File: src/rtl/sram_port_arbiter.sv
// Three-way arbiter (IO > D > I, with I promoted after MAX_WAIT losses) for a single-port SRAM.
// GNT one cycle after request edge; write done 1 cycle later, read data 2 cycles later; requesters hold REQ until GNT.
module sram_port_arbiter #(
  parameter int DATA_WIDTH = 8,
  parameter int ADDR_WIDTH = 9,
  parameter int MAX_WAIT   = 4,
  parameter int CNT_WIDTH  = 3
) (
  input  logic                  clk,
  input  logic                  rst_n,
  input  logic                  io_lock,
  input  logic                  io_req,
  input  logic                  d_req,
  input  logic                  i_req,
  input  logic                  io_we,
  input  logic                  d_we,
  input  logic [ADDR_WIDTH-1:0] io_addr,
  input  logic [ADDR_WIDTH-1:0] d_addr,
  input  logic [ADDR_WIDTH-1:0] i_addr,
  input  logic [DATA_WIDTH-1:0] io_wdata,
  input  logic [DATA_WIDTH-1:0] d_wdata,
  output logic                  io_gnt,
  output logic                  d_gnt,
  output logic                  i_gnt,
  output logic                  io_rvalid,
  output logic                  d_rvalid,
  output logic                  i_rvalid,
  output logic [DATA_WIDTH-1:0] rdata,
  output logic                  busy,
  output logic                  cen,
  output logic                  wen,
  output logic [ADDR_WIDTH-1:0] a,
  output logic [DATA_WIDTH-1:0] d,
  input  logic [DATA_WIDTH-1:0] q
);

  typedef enum logic [1:0] {IDLE, ISSUE, RDWAIT} state_t;
  typedef enum logic [1:0] {SEL_IO, SEL_D, SEL_I} sel_t;

  localparam logic [CNT_WIDTH-1:0] WAIT_MAX = CNT_WIDTH'(MAX_WAIT);

  state_t                state, state_nxt;
  sel_t                  sel, sel_nxt, win;
  logic                  cen_nxt, wen_nxt;
  logic [ADDR_WIDTH-1:0] a_nxt;
  logic [DATA_WIDTH-1:0] d_nxt, rdata_nxt;
  logic [2:0]            gnt, gnt_nxt, rvalid, rvalid_nxt;
  logic [CNT_WIDTH-1:0]  wait_cnt, cnt_nxt;
  logic                  io_el, d_el, i_el;

  function automatic logic [2:0] onehot(input sel_t s);
    case (s)
      SEL_IO:  onehot = 3'b001;
      SEL_D:   onehot = 3'b010;
      SEL_I:   onehot = 3'b100;
      default: onehot = 3'b000;
    endcase
  endfunction

  assign io_el = io_req;
  assign d_el  = ~io_lock & d_req;
  assign i_el  = ~io_lock & i_req;

  // A starved instruction port jumps ahead of the data port, never ahead of IO.
  always_comb begin
    win = SEL_D;
    if (io_el)
      win = SEL_IO;
    else if (i_el && ((wait_cnt == WAIT_MAX) || !d_el))
      win = SEL_I;
  end

  always_comb begin
    state_nxt  = state;
    sel_nxt    = sel;
    cen_nxt    = 1'b1;
    wen_nxt    = wen;
    a_nxt      = a;
    d_nxt      = d;
    rdata_nxt  = rdata;
    gnt_nxt    = 3'b000;
    rvalid_nxt = 3'b000;
    cnt_nxt    = wait_cnt;
    case (state)
      IDLE: begin
        if (io_el || d_el || i_el) begin
          case (win)
            SEL_IO: begin
              a_nxt   = io_addr;
              wen_nxt = ~io_we;
              d_nxt   = io_wdata;
            end
            SEL_D: begin
              a_nxt   = d_addr;
              wen_nxt = ~d_we;
              d_nxt   = d_wdata;
            end
            default: begin
              a_nxt   = i_addr;
              wen_nxt = 1'b1;
            end
          endcase
          cen_nxt   = 1'b0;
          gnt_nxt   = onehot(win);
          sel_nxt   = win;
          state_nxt = ISSUE;
          if (win == SEL_I)
            cnt_nxt = '0;
          else if (i_el && (wait_cnt != WAIT_MAX))
            cnt_nxt = wait_cnt + 1'b1;
        end
      end
      ISSUE: state_nxt = wen ? RDWAIT : IDLE;
      RDWAIT: begin
        rdata_nxt  = q;
        rvalid_nxt = onehot(sel);
        state_nxt  = IDLE;
      end
      default: state_nxt = IDLE;
    endcase
  end

  always_ff @(posedge clk or negedge rst_n) begin
    if (!rst_n) begin
      state    <= IDLE;
      sel      <= SEL_IO;
      cen      <= 1'b1;
      wen      <= 1'b1;
      a        <= '0;
      d        <= '0;
      rdata    <= '0;
      gnt      <= 3'b000;
      rvalid   <= 3'b000;
      wait_cnt <= '0;
    end else begin
      state    <= state_nxt;
      sel      <= sel_nxt;
      cen      <= cen_nxt;
      wen      <= wen_nxt;
      a        <= a_nxt;
      d        <= d_nxt;
      rdata    <= rdata_nxt;
      gnt      <= gnt_nxt;
      rvalid   <= rvalid_nxt;
      wait_cnt <= cnt_nxt;
    end
  end

  assign {i_gnt, d_gnt, io_gnt}          = gnt;
  assign {i_rvalid, d_rvalid, io_rvalid} = rvalid;
  assign busy = (state != IDLE);

endmodule
File: config.mk
export PLATFORM = sky130hd
export DESIGN_NAME = sram_port_arbiter
export DESIGN_NICKNAME = d
export VERILOG_FILES = /design/src/rtl/sram_port_arbiter.sv
export SDC_FILE = /design/constraint.sdc
export NUM_CORES = 1
export LEC_CHECK = 0
export ABC_CLOCK_PERIOD_IN_PS = 1650
export CORE_MARGIN = 1.5
export CORE_UTILIZATION = 36
export CTS_CLUSTER_DIAMETER = 30
export DETAILED_ROUTE_END_ITERATION = 16
export GPL_TIMING_DRIVEN = 0
export PLACE_DENSITY = 0.77
export SLEW_MARGIN = 20
export SYNTH_ARGS = -nofsm -noshare
export SYNTH_HDL_FRONTEND = slang
export SYNTH_SLANG_ARGS = --single-unit
File: constraint.sdc
create_clock -name clk -period 1.65 [get_ports clk]
set_clock_uncertainty 0.1 [all_clocks]
set_input_delay 0.33 -clock clk [delete_from_list [all_inputs] [get_ports clk]]
set_output_delay 0.33 -clock clk [all_outputs]
set_load 0.1 [all_outputs]
==> summary.txt, run 1 <==
deepest clock path buffer count: 2
CTS Root Cell: clkbuf_8
post-synthesis sequential area ratio: 55.6%
Post-synth EDFFs: 0
Yosys top cell area share: 52.7%
DR WL/cell: 14.0 um
Vias: 1656
CTS tree: yes
failing checks: negative setup slack
design area: 3050 um^2
# H-tree levels: 2
largest net degree at the start of global routing: 26
clock latency on the worst-skew pair: 0.29 ns
vias in the first global route: 1565
worst r2r src: wait_cnt[1]
Die ar.: 5450 um^2
detailed placement HPWL: 3.49 mm
Placed Area: 2810 um^2
max_slew headroom: 63.2%
Post-synth ARST share: 100%
fin cells: 347
Synth Warn #: 0
first-pass GRT wire length: 7.13 mm
Crit Path Max Fanout: 6
final setup violating endpoints: 2
RSZ-0062 raised after global routing: yes
share of cells above drive strength 1: 29.6%
Tcrit/Tclk final: 101%
Hold Fails Final Rpt: 0
synth cell count leaders: dfrtp_1, nand2_1, and3_1
Reg clk slew, reported paths: 0.07 ns
Min Hold Slack: 0.379 ns
Final Max Slew Viols: 0
slowest CP cell: dfrtp_1
worst flop-to-flop path endpoint: d[6]
status: finished with violations
row count: 25
post-layout min period: 1.67 ns
Synth Instances: 166
Iter 0 DRT Violations: 88
min setup slack post-route: -0.0163 ns
final wirelength: 4.87 mm
cell taking the most area after synthesis: dfrtp_1
Initial Utilization: 37.7%
hold_sp: io_req
most frequent cell after synthesis: dfrtp_1
Reg2Reg Depth: 7
chip height: 73.8 um
Num CTS Buffers: 5
Worst Hold Class: input port to register
DP Worst Slack: -0.746 ns
Critical Path Sink Type: output port
Distinct cells, synth: 36
initial antenna violation count: 0
Worst-Margin Slew: 0.554 ns
core area: 4790 um^2
hold depth: 3
maximum clock frequency: 600 MHz
DP Cell Count: 325
fin nets: 340
FF+latch count, synth: 40
Layout Area Growth over Synthesis: 69.1%
Ports: 93
vias per std cell: 4.77
max cap viols: 0
Crit path arrival time: 1.24 ns
# port buffers: 91
Max stage delay on crit path: 0.43 ns
Mapped Nets: 227
Total GRT Usage: 17.6%
die width: 73.8 um
ys flop type: dfrtp_1
crit path kind: register to output port
Pre-antenna DRT Iters: 4
syn_area_per_cell: 10.9 um^2
ant diodes: 0
Critical Path, Cell by Cell: nor2_4 -> buf_8 -> inv_4 -> buf_12
CP Data Required Time: 1.22 ns
Final Wtd Congestion: 0.703
Final ANT Viol Nets: 0
Residual DRC: 0
crit path launch type: register
CTS sink cnt: 40
Mapped Area: 1800 um^2
Hold EP: gnt[1]
slack of the worst reg-to-reg path: 0 ns
total congestion overflow: 0
largest cells by area after synthesis: dfrtp_1, and3_1, nand2_1
-- through the flow --
| stage | setup TNS, ns | util [%] |
|---|---|---|
| after detailed placement | -15.88 | 58.8 |
| after CTS | -0.0861 | 63.9 |
| final | -0.0179 | 63.8 |
| after global placement | -47.31 | 58.5 |
| after global routing | -0.501 | 63.8 |
| after floorplan | 0 | - |
-- sequential cells by signal, summed over array words and instances (netlist names) --
name,flops
wen,1
wait_cnt,3
rvalid,3
cen,1
state,2
sel,2
rdata,8
gnt,3
a,9
d,8
-- worst max-delay path by stage --
stage / start / end / slack (ns) / depth (start not counted)
final: state[1] / busy / -0.02 / 4
after global routing: wait_cnt[0] / d[6] / -0.07 / 7
after CTS: state[0] / busy / -0.08 / 4
after detailed placement: state[1] / busy / -0.75 / 4
after global placement: rst_n / a[2] / -0.81 / 1
after floorplan: state[1] / busy / 0.008 / 3
-- critical path, delay by kind of cell (launching register included) --
kind	cells	cell delay [ns]
flops	1	0.43
simple gates	1	0.18
buf+inv	3	0.34
-- layer usage --
layer / wire length [um] / global-route usage (%) / up-vias
met5: 0 / 0 / -
met4: 44 / 4.32 / 0
met3: 447 / 7.00 / 6
met2: 2380 / 30.3 / 75
met1: 2000 / 20.4 / 757
li1: - / - / 818
-- area by class of cell --
| cell class | instances | area [um^2] |
|---|---|---|
| tap | 67 | 83.8 |
| timing repair buffer | 106 | 971 |
| clock buffer | 7 | 96.3 |
| multi-input combinational | 110 | 776 |
| sequential | 40 | 1000 |
| buffer | 11 | 65.1 |
| inverter | 5 | 26.3 |
| clock inverter | 1 | 30.0 |
| fill | 409 | 1730 |
-- cell usage in the layout (no fill, tap or decap), types with 5 or more instances in the layout --
cell type	instances
a21oi_1	8
o31ai_1	5
buf_2	21
a221o_1	8
clkdlybuf4s18_2	6
mux2i_1	9
dfrtp_1	38
nand2_1	27
buf_4	14
clkbuf_8	7
clkdlybuf4s15_2	9
and3_1	17
clkdlybuf4s50_1	53
-- logic make-up (layout without fill, tap and decap cells) --
kind of cell	after synthesis	after routing	share of synthesized area [%]
simple gates	61	61	18.1
flops	40	40	55.6
compound gates	37	37	15.5
buf+inv	16	130	3.95
mux	9	9	4.99
fa+ha+maj	2	2	1.39
xor+xnor	1	1	0.486
-- timing repair --
action	4_1_cts	5_1_grt
hold buffers	1	0
pin swaps	7	6
hold endpoints to repair	15	0
setup buffers	8	5
gates resized for setup	135	45
endpoints found under the setup margin	52	40
Power of run 1 is not shown: default switching activity piles up to over one toggle a cycle in this logic, so the estimate is an artifact.
==> run 2: changes to the inputs <==
--- a/config.mk
+++ b/config.mk
@@ -6,6 +6,7 @@
 export NUM_CORES = 1
 export LEC_CHECK = 0
 export ABC_CLOCK_PERIOD_IN_PS = 1650
+export CAP_MARGIN = 5
 export CORE_MARGIN = 1.5
 export CORE_UTILIZATION = 36
 export CTS_CLUSTER_DIAMETER = 30
==> results of run 2 <==
Same layout as run 1: the final DEF is identical, and so are final timing and power.
Power of run 2 is left out for the same reason.
==> run 3: changes to the inputs <==
--- a/config.mk
+++ b/config.mk
@@ -12,6 +12,7 @@
 export CTS_CLUSTER_DIAMETER = 30
 export DETAILED_ROUTE_END_ITERATION = 16
 export GPL_TIMING_DRIVEN = 0
+export HOLD_SLACK_MARGIN = 0.06
 export PLACE_DENSITY = 0.77
 export SLEW_MARGIN = 20
 export SYNTH_ARGS = -nofsm -noshare
==> results of run 3 <==
Same layout as run 1: the final DEF is identical, and so are final timing and power.
Power of run 3 is left out for the same reason.
==> RTL edit (flow settings as in run 2) <==
Reset style: synchronous (`rst_n`), changed in one clocked block.
--- a/src/rtl/sram_port_arbiter.sv
+++ b/src/rtl/sram_port_arbiter.sv
@@ -120,7 +120,7 @@
     endcase
   end
 
-  always_ff @(posedge clk or negedge rst_n) begin
+  always_ff @(posedge clk) begin
     if (!rst_n) begin
       state    <= IDLE;
       sel      <= SEL_IO;
Check against the original RTL: differs if rst_n is asserted again (counterexample within 4 cycles, from zero or initial values and one cycle with rst_n low); with rst_n held inactive, the same outputs for 10 cycles.
==> RTL edit against run 2 <==
The flow still finishes with violations (negative setup slack); sequential cell count unchanged; design area up 4.0%; area after synthesis down 2.1%; global-route usage up 2.7 points; routed wire length up 15%; critical path depth up 4; setup slack better by 0.0055 ns; highest routed layer unchanged.
==> RTL edit: results (changes against run 2) <==
Syn Nets = 256 (+13%)
Reg2Reg Depth = 8 (+1)
Post-synth cell types = 35 (-2.8%)
Post-synthesis sequential area ratio = 45.33% (-10 points)
First-pass GRT wire length = 8.300 mm (+16%)
Async set-or-reset flop fraction in the synthesized netlist = 0% (-100 points)
WL/cell = 14.93 um (+6.4%)
Filler cell count = 378 (-7.6%)
Outcome = finished, violations left
Total track usage = 20.34% (+2.7 points)
Detailed-route via count = 1854 (+12%)
WP data arrival = 1.76 ns (+0.52 ns)
Final setup viols = 3 (+1)
Port buffer count = 92 (+1.1%)
Layout cell share with drive strength beyond 1 = 34.20% (+4.6 points)
Min-Delay Path Depth = 2 (-1)
Worst Max-Slew Pin Slew = 0.5602 ns (+0.005715 ns)
Initial DRC Count = 68 (-23%)
Hold slack = 0.3574 ns (-0.02178 ns)
Final setup TNS = -0.02624 ns (-0.008366 ns)
Cells after DPL = 354 (+8.9%)
Vias in the first global route = 1755 (+12%)
CP max FO = 5 (-1)
Mapped Cells = 195 (+17%)
Setup ws final = -0.01082 ns (+0.005511 ns)
Main synth FF type = dfxtp_1
Worst hold path type = reg -> reg
Routability cong. = 0.7786 (+11%)
Failing checks = negative setup slack
Commonest cells in the netlist = 40 x dfxtp_1, 30 x nand2_1, 18 x a21oi_1
Via density = 4.957 (+3.9%)
==> RTL edit: cell count changes in the layout (fill, tap and decap cells not counted), moves of 6 or more <==
| cell | run 2 | this run |
|---|---|---|
| a221o_1 | 8 | 0 |
| dfxtp_1 | 0 | 38 |
| a211oi_2 | 0 | 11 |
| and3_1 | 17 | 2 |
| nor2_1 | 2 | 10 |
| dfrtp_1 | 38 | 0 |
| buf_2 | 21 | 11 |
| nor2b_1 | 1 | 8 |
| clkdlybuf4s15_2 | 9 | 20 |
| a21oi_2 | 2 | 8 |
==> RTL edit: routing by layer <==
| metal | GRT usage, % | routed length, um | up-vias |
|---|---|---|---|
| met2 | 35.86 | 2799 | 78 |
| met3 | 4.420 | 427 | 10 |
| li1 | - | - | 908 |
| met5 | 0 | 0 | - |
| met4 | 6.918 | 119 | 0 |
| met1 | 24.25 | 2237 | 858 |
==> RTL edit: cells by family after synthesis <==
kind of cell,count (synthesis),share of synthesized area [%]
buffers and inverters,21,5.736
multiplexers,10,5.666
AO/OA/AOI/OAI,54,22.81
adder cells (fa/ha/maj),2,1.416
flip-flops,40,45.33
AND/OR/NAND/NOR,68,19.05
==> RTL edit: worst paths after layout <==
kind | from | to
max | wait_cnt[1] | a[5]
min | rdata[1] | rdata[1]
max reg2reg | wait_cnt[1] | a[5]
min reg2reg | rdata[1] | rdata[1]
==> RTL edit: where the power goes <==
part	switching, mW	internal (mW)
clock	0.344	0.340
combinational	0.750	0.383
sequential	0.0449	1.04
==> RTL edit: final cells by class <==
type | instances | area [um2] | area share, %
Buffer | 13 | 112.6 | 3.549
Clock buffer | 7 | 86.33 | 2.721
Clock inverter | 1 | 7.507 | 0.2366
Inverter | 6 | 22.52 | 0.7098
Multi-Input combinational cell | 134 | 1022 | 32.22
Sequential cell | 40 | 803.3 | 25.32
Tap cell | 67 | 83.83 | 2.642
Timing Repair Buffer | 106 | 1035 | 32.61
==> RTL edit: timing repair <==
item,in CTS,in global routing
gates resized for setup,134,44
cloned,2,0
setup buffers,5,7
pin swaps,8,12
endpoints found under the setup margin,60,37
==> RTL edit: metrics by stage <==
| step | utilization, % | cell area, um2 |
|---|---|---|
| after floorplan | - | 1824 |
| after global placement | 59.89 | 2829 |
| after detailed placement | 59.89 | 2829 |
| after CTS | 65.72 | 3104 |
| after global routing | 67.18 | 3173 |
| final | 67.18 | 3173 |
==> RTL edit: worst max-delay path, stage by stage, from the launching register on <==
cell and delay [ns]:
dfxtp_2 0.33, inv_2 0.06, ha_4 0.14, a21boi_4 0.06, buf_6 0.13, nor3_4 0.29, buf_8 0.17, a211oi_1 0.06
o32ai_1 0.23
